===== config.mk =====
export PLATFORM = sky130hd
export DESIGN_NAME = cdb_result_queue
export DESIGN_NICKNAME = d
export VERILOG_FILES = /design/src/rtl/cdb_result_queue.sv
export SDC_FILE = /design/constraint.sdc
export NUM_CORES = 1
export LEC_CHECK = 0
export ABC_AREA = 1
export CAP_MARGIN = 20
export CORE_ASPECT_RATIO = 1.75
export CORE_MARGIN = 2
export CORE_UTILIZATION = 45
export DETAILED_ROUTE_END_ITERATION = 6
export GPL_ROUTABILITY_DRIVEN = 0
export PLACE_DENSITY = 0.74
export SETUP_SLACK_MARGIN = 0.05
export SYNTH_ARGS = -nofsm -noshare
export SYNTH_HDL_FRONTEND = slang
export SYNTH_SLANG_ARGS = --single-unit

===== constraint.sdc =====
create_clock -name clk -period 8.2 [get_ports clk]
set_input_delay 1.64 -clock clk [delete_from_list [all_inputs] [get_ports clk]]
set_output_delay 1.64 -clock clk [all_outputs]
set_load 0.02 [all_outputs]

===== src/rtl/cdb_result_queue.sv =====
// cdb_result_queue: transmit-side FIFO between one functional unit and the CDB
// arbiter. Completed results are buffered so that a unit which loses CDB
// arbitration keeps running until the queue fills. The oldest entry is offered
// first-word-fall-through. branch_flush discards everything.
//
// Optional feature: define CDB_QUEUE_BYPASS_EN to forward a result arriving at
// an empty queue straight onto the cdb_* outputs in the same cycle.
module cdb_result_queue #(
    parameter int DEPTH     = 4,
    parameter int ROB_IDX_W = 5,
    parameter int PREG_W    = 6
) (
    input  logic                     clk,
    input  logic                     rst,
    input  logic                     branch_flush,
    input  logic                     in_valid,
    output logic                     in_ready,
    input  logic [ROB_IDX_W-1:0]     in_rob_index,
    input  logic [PREG_W-1:0]        in_pd,
    input  logic [4:0]               in_rd,
    input  logic [31:0]              in_rd_v,
    output logic                     cdb_valid_o,
    input  logic                     cdb_ready_i,
    output logic [ROB_IDX_W-1:0]     cdb_rob_index,
    output logic [PREG_W-1:0]        cdb_pd,
    output logic [4:0]               cdb_rd,
    output logic [31:0]              cdb_rd_v,
    output logic [$clog2(DEPTH):0]   count
);

    localparam int PTR_W = $clog2(DEPTH);
    localparam int CNT_W = PTR_W + 1;

    typedef struct packed {
        logic [ROB_IDX_W-1:0] rob_index;
        logic [PREG_W-1:0]    pd;
        logic [4:0]           rd;
        logic [31:0]          rd_v;
    } entry_t;

    entry_t             mem_q [DEPTH];
    entry_t             mem_d [DEPTH];
    logic [PTR_W-1:0]   wr_ptr_q, wr_ptr_d;
    logic [PTR_W-1:0]   rd_ptr_q, rd_ptr_d;
    logic [CNT_W-1:0]   count_q, count_d;

    entry_t in_entry;
    entry_t head_entry;
    entry_t out_entry;
    logic   full;
    logic   empty;
    logic   kill;
    logic   bypass_take;
    logic   push;
    logic   pop;

    assign in_entry   = '{rob_index: in_rob_index, pd: in_pd, rd: in_rd, rd_v: in_rd_v};
    assign head_entry = mem_q[rd_ptr_q];

    assign full  = (count_q == CNT_W'(DEPTH));
    assign empty = (count_q == '0);
    // Reset and flush share one path so they can never diverge in behaviour.
    assign kill  = rst | branch_flush;

`ifdef CDB_QUEUE_BYPASS_EN
    // An arrival at an empty queue is visible to the arbiter in the same cycle.
    assign bypass_take = empty && in_valid && !kill;
`else
    assign bypass_take = 1'b0;
`endif

    // in_ready looks only at occupancy so it never waits on the arbiter's grant.
    assign in_ready    = !full;
    assign cdb_valid_o = !empty || bypass_take;
    assign pop         = !empty && cdb_ready_i;
    // A bypassed result that is granted immediately never occupies a slot.
    assign push        = in_valid && !full && !(bypass_take && cdb_ready_i);
    assign count       = count_q;

    // Select the offered entry: bypassed input, queue head, or zeros when idle.
    always_comb begin
        // NOTE: every always_comb output gets a default first so no path can infer a latch.
        out_entry = '0;
        if (bypass_take) begin
            out_entry = in_entry;
        end else if (!empty) begin
            out_entry = head_entry;
        end
    end

    assign cdb_rob_index = out_entry.rob_index;
    assign cdb_pd        = out_entry.pd;
    assign cdb_rd        = out_entry.rd;
    assign cdb_rd_v      = out_entry.rd_v;

    // Next-state for pointers, occupancy and storage; flush/reset override traffic.
    always_comb begin
        mem_d    = mem_q;
        wr_ptr_d = wr_ptr_q;
        rd_ptr_d = rd_ptr_q;
        count_d  = count_q;
        if (kill) begin
            wr_ptr_d = '0;
            rd_ptr_d = '0;
            count_d  = '0;
        end else begin
            if (push) begin
                mem_d[wr_ptr_q] = in_entry;
                wr_ptr_d        = wr_ptr_q + PTR_W'(1);
            end
            if (pop) begin
                rd_ptr_d = rd_ptr_q + PTR_W'(1);
            end
            case ({push, pop})
                2'b10:   count_d = count_q + CNT_W'(1);
                2'b01:   count_d = count_q - CNT_W'(1);
                default: count_d = count_q;
            endcase
        end
    end

    // Control state registers with synchronous reset.
    always_ff @(posedge clk) begin
        // NOTE: sequential state uses non-blocking assignments so every flop samples pre-edge values.
        if (rst) begin
            wr_ptr_q <= '0;
            rd_ptr_q <= '0;
            count_q  <= '0;
        end else begin
            wr_ptr_q <= wr_ptr_d;
            rd_ptr_q <= rd_ptr_d;
            count_q  <= count_d;
        end
    end

    // Payload storage.
    always_ff @(posedge clk) begin
        // NOTE: payload is not reset; outputs are masked by occupancy so stale entries never escape.
        mem_q <= mem_d;
    end

endmodule

### After elaboration in Yosys (flattened, before gate mapping)

Index checks and enable logic that the tools add are counted.

| operators by class | value |
|---|---|
| add/subtract/negate cells | 4 |
| magnitude comparators | 3 |
| equal/unequal tests | 3 |
| mux-type cells | 8 |
| bitwise gates (word level) | 4 |
| reductions and logical operators | 9 |

Operator list:

| cell | count |
|---|---|
| $bwmux W192 | 1 |
| $mux W48 | 4 |
| $bmux W48 S2 | 1 |
| $demux W48 S2 | 1 |
| $ge A3 B3 Y1 const B | 2 |
| $not A2 Y3 | 2 |
| $pmux W3 S2 | 1 |
| $add A2 B1 Y2 const B | 2 |
| $add A3 B1 Y3 const B | 1 |
| $eq A3 B3 Y1 const B | 1 |
| $logic_and A1 B1 Y1 | 3 |
| $logic_not A3 Y1 | 1 |
| $lt A3 B1 Y1 const B | 1 |
| $sub A3 B1 Y3 const B | 1 |
| $eq A2 B1 Y1 const B | 1 |
| $eq A2 B2 Y1 const B | 1 |
| $logic_not A1 Y1 | 2 |
| $reduce_and A2 Y1 | 1 |
| $reduce_bool A2 Y1 | 1 |
| $reduce_or A2 Y1 | 1 |
| $not A1 Y1 | 1 |
| $or A1 B1 Y1 | 1 |

| storage, ports and cells | value |
|---|---|
| flip-flop bits (word level) | 199 |
| output and inout port bits | 53 |
| logic and storage cells | 50 |

### Longest topological paths before layout

| logic depth | value |
|---|---|
| depth in word-level cells | 6 |
| gate-level depth with buffers | 13 |
| mapped depth without buffers | 13 |

### Worst setup path before layout

No wires, ideal clock.

| timing | value |
|---|---|
| kind | input to register |
| start | input port branch_flush |
| end | register mem_q[0] (netlist bit), enable pin |
| library setup time | 0.454 ns |
| data arrival time | 4.112 ns |
| data required time | 7.746 ns |
| path slack | 3.634 ns |
| cell stages on the path | 3 |
| buffers on the path | 0 |
| cell sequence | nor2_1 -> nand2_1 -> nor2_1 |

| between the ends | value |
|---|---|
| cells in the longest elaborated chain, start to end | 3 |

Ends and longest elaborated chain:

| what | line | source |
|---|---|---|
| start: declaration | 15 | `input logic branch_flush,` |
| $or A1 B1 Y1 | 63 | `assign kill = rst \| branch_flush;` |
| $not A1 Y1 (no line) | n/a |  |
| $reduce_and A2 Y1 (no line) | n/a |  |
| end signal: assignment | 139 | `mem_q <= mem_d;` |
| end: declaration | 41 | `entry_t mem_q [DEPTH];` |

Every way passes these cells.
A chain may end at the register's enable or synchronous reset.

### Worst setup path in the final report

| timing | value |
|---|---|
| start | register rd_ptr_q[0] |
| end | output port cdb_rd[0] |

| between the ends | value |
|---|---|
| cells in the longest elaborated chain, start to end | 5 |

Ends and longest elaborated chain:

| what | line | source |
|---|---|---|
| start: declaration | 44 | `logic [PTR_W-1:0] rd_ptr_q, rd_ptr_d;` |
| start signal: assignment | 131 | `rd_ptr_q <= rd_ptr_d;` |
| $not A2 Y3 (not written as such) | 58 | `assign head_entry = mem_q[rd_ptr_q];` |
| $bmux W48 S2 | 58 |  |
| $mux W48 (not written as such) (2 in a row) | 58 |  |
| $mux W48 | 86 | `end else if (!empty) begin` |
| end: declaration | 26 | `output logic [4:0] cdb_rd,` |

Every way passes these cells. The select of a mux whose other input is x is not followed.

==> results.md <==
- Slew HR: 29.01%
- Residual DRC count: 0
- Total gr overflow: 0
- Maxcap violations: 0
- CORE AREA: 0.01738 mm²
- CTS clock-pin slew for the worst setup and hold paths: 0.07 ns
- Pin count of the biggest net entering global routing: 99
- Sw Ratio: 21.77%
- CTS Hold Bufs: 0
- Worst path required time: 6.56 ns
- Outcome: completed
- Final hold violations: 0
- Num ports: 106
- Drt total wl: 16460 µm
- Fillers: 1397
- Die footprint: 0.01870 mm²
- Ys Warns: 0
- Post-DP HPWL: 9484 µm
- Synth unique cells: 21
- Reg-to-Reg Start: count[1]
- R2R depth: 5
- Setup Fix Bufs, Post-CTS: 0
- Net switching power figure: 450.1 µW
- LEAKAGE: 3.214 nW
- Critical path class: register to output port
- Port bufs: 105
- Tcrit/Tclk final: 62.96%
- Final instance area: 0.009627 mm²
- Final Max Slew Viols: 0
- Initial Util: 45.53%
- FF+latch area: 0.005911 mm²
- Critical path arrival: 3.52 ns
- Final TNS setup: 0 ns
- CTS sink cnt: 199
- R2R Path End: mem_q[134]
- Area leader, netlist: edfxtp_1
- Clock Skew: 0.009318 ns
- Deepest clock path buffer count: 2
- Flop pwr share: 54.9%
- CTS HTree Levels: 4
- 1st-iter DRT viols: 279
- Fin util: 55.40%
- Post-synth net total: 695
- Initial antenna violation count: 0
- Synth-to-Final Area Change: 21.68%
- Pwr Density: 214.8 mW/mm²
- Total Nets Final: 788
- Vias in the first global route: 5215
- CP startpoint kind: register
- Multi-input logic area: 0.001727 mm²
- CTS Buf Count: 17
- First-pass DRT Iterations: 7
- Launch point of the worst path: rd_ptr_q[0]
- Clk_lat worst skew: 0.42 ns
- Share of layout cells above drive strength 1: 5.803%
- Fmax: 193.7 MHz
- Global-route wire length before repair: 25740 µm
- Synth top area cells: edfxtp_1 (73%), nor2_1 (9.7%), o21ai_0 (4.2%)
- Worst Setup EP: cdb_rd[0]
- Synth Instances: 636
- CTS tree: built
- Most common cell after layout, fill and taps aside: nor2_1
- Via count: 5082
- Reg2reg setup slack: 6.00 ns
- Unrepaired setup endpoints after global routing: false
- Worst setup EP type: output port
- Commonest cells after routing, fill and taps aside: nor2_1 (201), edfxtp_1 (192), clkdlybuf4s50_1 (105)
- GRT Total Usage: 17.79%
- Placed Area: 0.009090 mm²
- Logic pwr share: 8.3%
- CP max FO: 98
- Die width: 104.2 µm
- Sequential area share after synthesis: 74.65%
- DR vias/cell: 5.228
- Syn Std Cell Area: 0.007911 mm²
- WL/cell: 16.94 µm
- Final ANT Viol Nets: 0
- Worst-Margin Slew: 1.065 ns
- # setup viols final: 0
- Post-route minimum period: 5.163 ns
- Antenna Cells: 0
- Clock power frac: 36.8%
- Pint: 1.617 mW
- Register bit total from synthesis: 199
- Die height: 179.4 µm
- Row cnt: 64
- Post-synth top area share: 72.88%
- Post-cts sizing count: 0
- Maximum vdd ir drop: 144.6 µV
- Root buffer cell: clkbuf_16
- HP Class: register to register
- Synth Area per Inst: 12.44 µm²
state kept, by name (all words and copies together) (netlist names):
name	flops
mem_q	192
count	3
rd_ptr_q	2
wr_ptr_q	2
cell type report:
class	instances	share of cell area [%]
Timing Repair Buffer	111	11.39
Tap cell	231	3.002
Clock buffer	20	4.536
Inverter	18	0.7018
Multi-Input combinational cell	382	17.94
Clock inverter	11	1.040
Sequential cell	199	61.40
metrics by stage:
stage	std cells	hold slack [ns]	power, mW	setup WS (ns)
after floorplan	636	0.4974	1.238	3.634
after global placement	941	0.5069	1.325	3.584
after detailed placement	941	0.5276	1.329	3.520
after CTS	972	0.5368	2.079	3.074
after global routing	972	0.5735	2.129	2.753
final	972	0.5349	2.067	3.037
worst max-delay path: stages (launching register included):
cell and delay (ns):
dfxtp_4 1.06, inv_2 0.53, buf_4 0.44, o21ai_0 0.32
a21oi_1 0.12, clkdlybuf4s50_1 0.59
kinds of logic (layout without fill, tap and decap cells):
group,Yosys count,after routing,share of synthesized area [%]
AO/OA/AOI/OAI,150,150,9.521
adder cells (fa/ha/maj),6,6,1.044
buffers and inverters,55,160,3.906
flip-flops,199,199,74.65
AND/OR/NAND/NOR,226,226,10.88
power groups by stage:
stage	Clock (mW)	Sequential (mW)	Combinational, mW
2_1_floorplan	0	1.15	0.0841
3_3_place_gp	0	1.16	0.168
3_5_place_dp	0	1.16	0.172
4_1_cts	0.771	1.14	0.173
5_1_grt	0.808	1.14	0.185
6_report	0.761	1.14	0.171
worst min-delay path by stage:
stage	end	depth (start not counted)	from	slack, ns
after floorplan	wr_ptr_q[1]	2	wr_ptr_q[1]	0.50
after global placement	wr_ptr_q[1]	2	wr_ptr_q[1]	0.51
after detailed placement	wr_ptr_q[1]	2	wr_ptr_q[1]	0.53
after CTS	wr_ptr_q[1]	2	wr_ptr_q[1]	0.54
after global routing	wr_ptr_q[1]	2	wr_ptr_q[1]	0.57
final	wr_ptr_q[1]	2	wr_ptr_q[1]	0.53
synth_stat cells:
cell type  instances
nor2_1           205
nand2_2            1
nand3b_1           1
buf_6              8
buf_2             14
clkbuf_2           5
nand3_1            3
o21ai_1           31
nand2_1           15
nor2_2             1
inv_1             15
a21oi_1           51
buf_4              5
fa_1               1
edfxtp_1         192
a21boi_1           1
clkbuf_1           5
dfxtp_1            7
o21ai_0           67
ha_1               5
inv_2              3
routing by layer:
| layer | vias to the layer above | global-route usage, % | share of wire [%] |
|---|---|---|---|
| met2 | 171 | 32.61 | 55 |
| met1 | 2472 | 19.30 | 37 |
| met5 | - | 0 | 0 |
| li1 | 2408 | - | - |
| met3 | 31 | 3.154 | 4.4 |
| met4 | 0 | 9.514 | 3.6 |
Note: power is estimated with default switching activity, not from simulation.
